## config.mk

```make
export PLATFORM = sky130hd
export DESIGN_NAME = ascii_bcd_packer
export DESIGN_NICKNAME = d
export VERILOG_FILES = /design/src/rtl/ascii_bcd_packer.sv
export SDC_FILE = /design/constraint.sdc
export NUM_CORES = 1
export LEC_CHECK = 0
export CAP_MARGIN = 10
export CORE_ASPECT_RATIO = 0.75
export CORE_UTILIZATION = 40
export CTS_CLUSTER_SIZE = 14
export DETAILED_ROUTE_END_ITERATION = 10
export PLACE_DENSITY_LB_ADDON = 0.05
export SYNTH_ARGS = -nofsm -noshare
export SYNTH_HDL_FRONTEND = slang
export SYNTH_SLANG_ARGS = --single-unit
```

## constraint.sdc

```tcl
create_clock -name clk -period 3.1 [get_ports clk]
set_input_delay 0.31 -clock clk [delete_from_list [all_inputs] [get_ports clk]]
set_output_delay 0.31 -clock clk [all_outputs]
set_load 0.005 [all_outputs]
```

## src/rtl/ascii_bcd_packer.sv

```systemverilog
// ascii_bcd_packer
// Collects up to four ASCII decimal digits per number from a byte stream and
// emits one right-justified, zero-filled packed BCD word per number.
// Numbers close on the 4th digit, on TERM_CHAR, or on an idle timeout.
// An illegal byte poisons the number until the next terminator or timeout.
//
// Ports:
//   clk        in   1   rising-edge clock
//   rst_n      in   1   asynchronous active-low reset
//   in_valid   in   1   in_data valid
//   in_ready   out  1   packer can accept a byte (low only while a word is pending)
//   in_data    in   8   ASCII byte
//   out_valid  out  1   out_bcd/out_ndig/out_err valid
//   out_ready  in   1   consumer accepts the word
//   out_bcd    out  16  packed BCD, most recent digit in [3:0]
//   out_ndig   out  3   digits captured (0..4)
//   out_err    out  1   word is erroneous (illegal byte or timeout)
//   err_count  out  8   saturating count of emitted error words
module ascii_bcd_packer #(
  parameter logic [7:0]  TERM_CHAR = 8'h0D,
  parameter int unsigned TO_CYCLES = 1000
) (
  input  logic        clk,
  input  logic        rst_n,
  input  logic        in_valid,
  output logic        in_ready,
  input  logic [7:0]  in_data,
  output logic        out_valid,
  input  logic        out_ready,
  output logic [15:0] out_bcd,
  output logic [2:0]  out_ndig,
  output logic        out_err,
  output logic [7:0]  err_count
);

  typedef enum logic [1:0] {StIdle, StAcc, StSkip, StEmit} state_e;

  localparam logic       ToEnable = (TO_CYCLES != 0);
  // Only meaningful when the timeout is enabled.
  localparam logic [15:0] ToLast  = 16'(TO_CYCLES - 1);

  state_e      r_state, w_state_d;
  logic [15:0] r_acc, w_acc_d;
  logic [2:0]  r_cnt, w_cnt_d;
  logic [15:0] r_to_cnt, w_to_cnt_d;
  logic [15:0] r_bcd, w_bcd_d;
  logic [2:0]  r_ndig, w_ndig_d;
  logic        r_err, w_err_d;
  logic [7:0]  r_err_count, w_err_count_d;

  logic       w_accept;
  logic       w_is_digit;
  logic       w_is_term;
  logic       w_timeout;
  logic [3:0] w_digit;

  assign in_ready   = (r_state != StEmit);
  assign out_valid  = (r_state == StEmit);
  assign out_bcd    = r_bcd;
  assign out_ndig   = r_ndig;
  assign out_err    = r_err;
  assign err_count  = r_err_count;

  assign w_accept   = in_valid & in_ready;
  assign w_is_digit = (in_data >= 8'h30) && (in_data <= 8'h39);
  assign w_is_term  = (in_data == TERM_CHAR);
  assign w_digit    = in_data[3:0];
  // A byte accepted in the expiry cycle takes priority over the flush.
  assign w_timeout  = ToEnable && (r_to_cnt == ToLast) && !w_accept;

  always_comb begin
    w_state_d     = r_state;
    w_acc_d       = r_acc;
    w_cnt_d       = r_cnt;
    w_to_cnt_d    = r_to_cnt;
    w_bcd_d       = r_bcd;
    w_ndig_d      = r_ndig;
    w_err_d       = r_err;
    w_err_count_d = r_err_count;

    unique case (r_state)
      StIdle: begin
        w_to_cnt_d = 16'd0;
        if (w_accept) begin
          if (w_is_digit) begin
            w_acc_d   = {12'h000, w_digit};
            w_cnt_d   = 3'd1;
            w_state_d = StAcc;
          end else if (!w_is_term) begin
            w_state_d = StSkip;
          end
          // A bare terminator (empty line) is dropped.
        end
      end

      StAcc: begin
        if (w_accept) begin
          w_to_cnt_d = 16'd0;
          if (w_is_digit) begin
            w_acc_d = {r_acc[11:0], w_digit};
            w_cnt_d = r_cnt + 3'd1;
            if (r_cnt == 3'd3) begin
              w_bcd_d   = {r_acc[11:0], w_digit};
              w_ndig_d  = 3'd4;
              w_err_d   = 1'b0;
              w_state_d = StEmit;
            end
          end else if (w_is_term) begin
            w_bcd_d   = r_acc;
            w_ndig_d  = r_cnt;
            w_err_d   = 1'b0;
            w_state_d = StEmit;
          end else begin
            w_acc_d   = 16'd0;
            w_cnt_d   = 3'd0;
            w_state_d = StSkip;
          end
        end else if (w_timeout) begin
          w_to_cnt_d = 16'd0;
          w_bcd_d    = r_acc;
          w_ndig_d   = r_cnt;
          w_err_d    = 1'b1;
          w_state_d  = StEmit;
        end else if (ToEnable) begin
          w_to_cnt_d = r_to_cnt + 16'd1;
        end
      end

      StSkip: begin
        if (w_accept) begin
          w_to_cnt_d = 16'd0;
          if (w_is_term) begin
            w_bcd_d   = 16'd0;
            w_ndig_d  = 3'd0;
            w_err_d   = 1'b1;
            w_state_d = StEmit;
          end
        end else if (w_timeout) begin
          w_to_cnt_d = 16'd0;
          w_bcd_d    = 16'd0;
          w_ndig_d   = 3'd0;
          w_err_d    = 1'b1;
          w_state_d  = StEmit;
        end else if (ToEnable) begin
          w_to_cnt_d = r_to_cnt + 16'd1;
        end
      end

      StEmit: begin
        w_to_cnt_d = 16'd0;
        if (out_ready) begin
          w_acc_d   = 16'd0;
          w_cnt_d   = 3'd0;
          w_state_d = StIdle;
          if (r_err && (r_err_count != 8'hFF)) begin
            w_err_count_d = r_err_count + 8'd1;
          end
        end
      end

      default: begin
        w_state_d = StIdle;
      end
    endcase
  end

  always_ff @(posedge clk or negedge rst_n) begin
    if (!rst_n) begin
      r_state     <= StIdle;
      r_acc       <= 16'd0;
      r_cnt       <= 3'd0;
      r_to_cnt    <= 16'd0;
      r_bcd       <= 16'd0;
      r_ndig      <= 3'd0;
      r_err       <= 1'b0;
      r_err_count <= 8'd0;
    end else begin
      r_state     <= w_state_d;
      r_acc       <= w_acc_d;
      r_cnt       <= w_cnt_d;
      r_to_cnt    <= w_to_cnt_d;
      r_bcd       <= w_bcd_d;
      r_ndig      <= w_ndig_d;
      r_err       <= w_err_d;
      r_err_count <= w_err_count_d;
    end
  end

endmodule

```

Word-level counts from Yosys, hierarchy flattened
Cells that the tools add are included.
{ "classes": {"n_mux": 55, "addsub": 3, "magnitude_cmp": 2, "n_shift": 0, "n_eq_ne": 19, "multipliers": 0, "div_mod_pow": 0, "bitwise_logic": 1, "reduce_logical": 14} }
{ "ops": {"columns": ["cell", "n"], "rows": [
  ["16-bit 2-to-1 mux", 16],
  ["16-bit one-hot mux with 2 select lines", 2],
  ["16-bit one-hot mux with 3 select lines", 1],
  ["3-bit 2-to-1 mux", 14],
  ["2-bit 2-to-1 mux", 10],
  ["16-bit by 1-bit adder with 16-bit output, second input constant", 1],
  ["16-bit by 10-bit equality test with 1-bit output, second input constant", 1],
  ["3-bit != test, second input constant", 5],
  ["6-bit AND reduction", 2],
  ["3-bit one-hot mux with 3 select lines", 1],
  ["8-bit by 1-bit adder with 8-bit output, second input constant", 1],
  ["8-bit by 4-bit equality test with 1-bit output, second input constant", 1],
  ["8-bit by 6-bit greater-or-equal comparator with 1-bit output, second input constant", 1],
  ["8-bit by 6-bit less-or-equal comparator with 1-bit output, second input constant", 1],
  ["1-bit 2-to-1 mux", 8],
  ["2-bit != test, second input constant", 4],
  ["4-bit != test, second input constant", 2],
  ["8-bit != test, second input constant", 1],
  ["2-bit one-hot mux with 4 select lines", 1],
  ["3-bit one-hot mux with 2 select lines", 1],
  ["5-bit AND reduction", 1],
  ["2-bit equality test, second input constant", 2],
  ["4-bit AND reduction", 1],
  ["2-bit OR reduction", 2],
  ["12 further kinds", 14]
]} }
{ "totals": {"register_bits": 65, "latch_bits": 0, "inputBits": 12, "wordCells": 102, "ramBits": 0, "rom_bits": 0, "out_inout_bits": 30, "memories": 0} }

Longest topological paths before layout
{ "logic_depth": {"word_depth": 7, "ltp_mapped": 9, "depth_no_buf": 7} }

Worst setup path after synthesis
OpenSTA, ideal clock, no wires.
{ "synth_timing": {"path_kind": "reg-to-reg", "from": "register r_state[0]", "to": "register r_bcd[11], in the netlist out_bcd[11]", "path_stages_with_launch": 8, "t_arrival_ns": 2.216, "synth_period_minus_slack_ns": 2.344, "setup_ns": 0.127, "path_buffers": 1, "setup_slack_ns": 0.756, "required_time_ns": 2.973, "path_cell_list": "dfrtp_1 ha_1 nor2b_1 nand4_1 o31ai_1 a21oi_4 buf_6 mux2_1"} }
{ "synth_via": {"elab_chain_cells": 6, "elab_cells_between_ends": 16, "cone_classes": "eq/ne (8); mux (3); bitwise (1); reduce/logical (4)"} }
{ "synth_rtl": {"columns": ["element", "line_no", "text"], "rows": [
  ["start: declaration", "42", "state_e r_state, w_state_d;"],
  ["start signal: assignment", "169", "r_state <= StIdle;"],
  ["start signal: assignment", "178", "r_state <= w_state_d;"],
  ["2-bit != test", "57", "assign in_ready = (r_state != StEmit);"],
  ["1-bit bitwise AND", "64", "assign w_accept = in_valid & in_ready;"],
  ["1-bit logical NOT", "69", "assign w_timeout = ToEnable && (r_to_cnt == ToLast) && !w_accept;"],
  ["1-bit logical AND", "69", null],
  ["3-bit != test (no line)", null, null],
  ["6-bit AND reduction (no line)", null, null],
  ["end signal: assignment", "182", "r_bcd <= w_bcd_d;"],
  ["end: declaration", "46", "logic [15:0] r_bcd, w_bcd_d;"]
]} }
Several ways; a longest one is shown, not always the timed one.
A chain may end at the register's enable or synchronous reset.

Final worst setup path
{ "layout_timing": {"from": "register r_to_cnt[10]", "to": "register r_bcd[7], in the netlist out_bcd[7]"} }
{ "layout_via": {"elab_chain_cells": 4, "elab_cells_between_ends": 5, "cone_classes": "eq/ne (3); reduce/logical (2)"} }
{ "layout_rtl": {"columns": ["element", "line_no", "text"], "rows": [
  ["start: declaration", "45", "logic [15:0] r_to_cnt, w_to_cnt_d;"],
  ["start signal: assignment", "181", "r_to_cnt <= w_to_cnt_d;"],
  ["16-bit by 10-bit equality test with 1-bit output (*)", "69", null],
  ["1-bit logical AND (*)", "69", null],
  ["3-bit != test (no line)", null, null],
  ["6-bit AND reduction (no line) (*)", null, null]
]} }
Mark *: on every way between the ends. The rest lies on a longest branch, timed or not.

==> reports/metrics.csv <==
metric,value,unit
status,completed,
routed vias/inst,5.19,
Root Driver,clkbuf_8,
ys flop type,dfrtp_1,
CTS tree,done,
Hold Fails Final Rpt,0,
cell total after placement,482,
clock tree buffer depth,2,
total gr overflow,0,
"FF+latch count, synth",65,
Tcrit/Tclk final,78.7,%
final net count,410,
FMAX,410,MHz
Crit-path slowest cell,or4_1,
Synth Area in XOR/XNOR,5.29,%
I/O pin count,42,
CTS Sinks,65,
TritonCTS Buffers,9,
Core Area,0.00795,mm2
post-route worst setup slack,0.661,ns
largest family of logic cells by synthesized area,simple AND/OR/NAND/NOR gates,
Initial Util,41.6,%
worst stage delay on the critical path,0.59,ns
CP startpoint,r_to_cnt[10],
sequential area share after synthesis,49.1,%
Vias,2583,
critical path depth in cells,6,
Synth Area in Compound Gates,11.8,%
"CP delay by family, top",simple AND/OR/NAND/NOR gates,
worst-skew pair later-pin latency,0.34,ns
DP HPWL,5.18,mm
Hold Buf Count CTS,1,
syn nets,361,
n_diodes,0,
Setup Skew,0.0110,ns
mux contribution to synthesized area,7.86,%
"Arr. time, crit path",2.65,ns
Crit path buffers/inverters,1,
max-capacitance violation count,0,
unrepaired setup endpoints after global routing,no,
crit path max fanout,19,
Place WS,0.382,ns
final setup vio count,0,
Layout Cells excl Fill,498,
drt total wl,7.29,mm
Placer Congestion,0.842,
pin count of the biggest net entering global routing,31,
FF-to-FF Start,r_to_cnt[10],
"Distinct cells, synth",48,
most frequent cells in the layout,"dfrtp_1 (65), nand2_1 (50), clkdlybuf4s50_1 (40)",
Post-Synthesis Cells,340,
"commonest non-fill, non-tap cell in the layout",dfrtp_1,
Post-synth ARST share,100,%
GRT Resource Usage Total,18.7,%
Least-Margin Pin Slew,0.763,ns
CP Launch Type,register,
drc violations,0,
Crit Path Category,reg2reg,
post_cts resized,0,
CTS H-tree lvls,3,
die width,107,um
P per Cell Area,741,mW/mm2
I/O Buffers,41,
FP Rows,28,
Post-synth EDFFs,0,
r2r setup slk,0.66,ns
leak pwr,1.77,nW
Ys Warns,0,
post-route antenna net violation count,0,
Syn-to-layout area delta,22.7,%
initial antenna violation count,0,
synthesized area,0.00331,mm2
"Avg Cell Area, Syn",9.74,um2
CP endpoint kind,register,
post-synthesis adder-cell area fraction,3.40,%
fin. max-slew vios,0,
Reg2Reg Depth,6,
Final Critical Period,2.44,ns
Setup Buffers After CTS,0,
Initial DRC Count,111,
Hold Slack,0.428,ns
WL/cell,14.6,um
Die Y,80.8,um
"Cell Chain, Critical Path",or4_1 > nor4_4 > o21bai_2 > a21oi_4 > buf_4 > mux2_2,
die area,0.00865,mm2
HP Class,in2async,
clock slew at reported path FFs,0.07,ns
Simple-Gate Fraction of Synth Area,18.8,%
Required @ worst endpoint,3.31,ns
setup TNS,0,ns
first drt pass iteration count,4,
layout cells sized above 1,11.2,%
vias in the first global route,2368,
worst vdd ir,362,uV
first-pass GRT wire length,12.3,mm
Rel. slew slack,48.7,%
==> flip-flops by register name, indices dropped and copies added (netlist names) <==
signal and cells:
out_ndig 3, out_err 1, out_bcd 16, r_to_cnt 16
r_state 2, r_cnt 3, r_acc 16, err_count 8
==> worst reg2reg max path, stage by stage (launching register included) <==
cell and delay [ns]:
dfrtp_1 0.44, or4_1 0.59, nor4_4 0.40, o21bai_2 0.12
a21oi_4 0.12, buf_4 0.27, mux2_2 0.38
==> per-layer routing <==
| layer | global-route usage, % | part of all wire [%] | vias up |
|---|---|---|---|
| li1 | - | - | 1285 |
| met1 | 28.9 | 54 | 1220 |
| met2 | 25.0 | 39 | 76 |
| met3 | 4.74 | 6.5 | 2 |
| met4 | 6.30 | 0.44 | 0 |
| met5 | 0 | 0 | - |
==> synthesized netlist by cell type (8+ instances only) <==
| library cell | count | area [um2] |
|---|---|---|
| clkbuf_1 | 12 | 45.0 |
| o21ai_0 | 24 | 120 |
| nor2_1 | 27 | 101 |
| ha_1 | 9 | 113 |
| mux2i_1 | 8 | 80.1 |
| nand4_1 | 8 | 50.1 |
| mux2_2 | 11 | 124 |
| nand3_1 | 18 | 90.1 |
| a21oi_1 | 14 | 70.1 |
| xnor2_1 | 13 | 114 |
| inv_1 | 16 | 60.1 |
| dfrtp_1 | 65 | 1630 |
| nand2_1 | 50 | 188 |
==> final cells by class <==
| class | instances | area [um2] |
|---|---|---|
| tap | 105 | 131 |
| clock inverter | 3 | 15.0 |
| timing repair buffer | 53 | 498 |
| fill | 736 | 3890 |
| inverter | 16 | 60.1 |
| clock buffer | 12 | 165 |
| multi-input combinational | 244 | 1570 |
| sequential | 65 | 1630 |
==> power breakdown <==
group / total (W) / internal, W / switching (W)
registers: 0.00109 / 0.000967 / 0.000124
logic: 0.00127 / 0.000548 / 0.000719
clock network: 0.000654 / 0.000347 / 0.000307
==> worst paths after layout <==
check                                     to
worst min-delay path             out_bcd[14]
worst min register to register     r_acc[13]
worst max register to register    out_bcd[7]
min in group clk                   r_acc[13]
worst max-delay path              out_bcd[7]
max in group asynchronous       err_count[5]
==> kinds of logic (layout without fill, tap and decap cells) <==
kind of cell | after synthesis | after routing
and+or+nand+nor | 129 | 129
DFF | 65 | 65
AOI/OAI and AO/OA | 62 | 62
buffers and inverters | 31 | 84
muxes | 24 | 24
xor gates and xnor gates | 20 | 20
adders and majority gates | 9 | 9
==> per-stage QoR <==
stage | util, % | cell area (um2) | power (W)
finish | 51.1 | 4060 | 0.00301
global route | 51.1 | 4060 | 0.00324
global placement | 48.7 | 3870 | 0.00237
floorplan | - | 3310 | 0.00190
CTS | 51.1 | 4060 | 0.00305
detailed placement | 48.7 | 3870 | 0.00237
(Power assumes the default switching activity.)
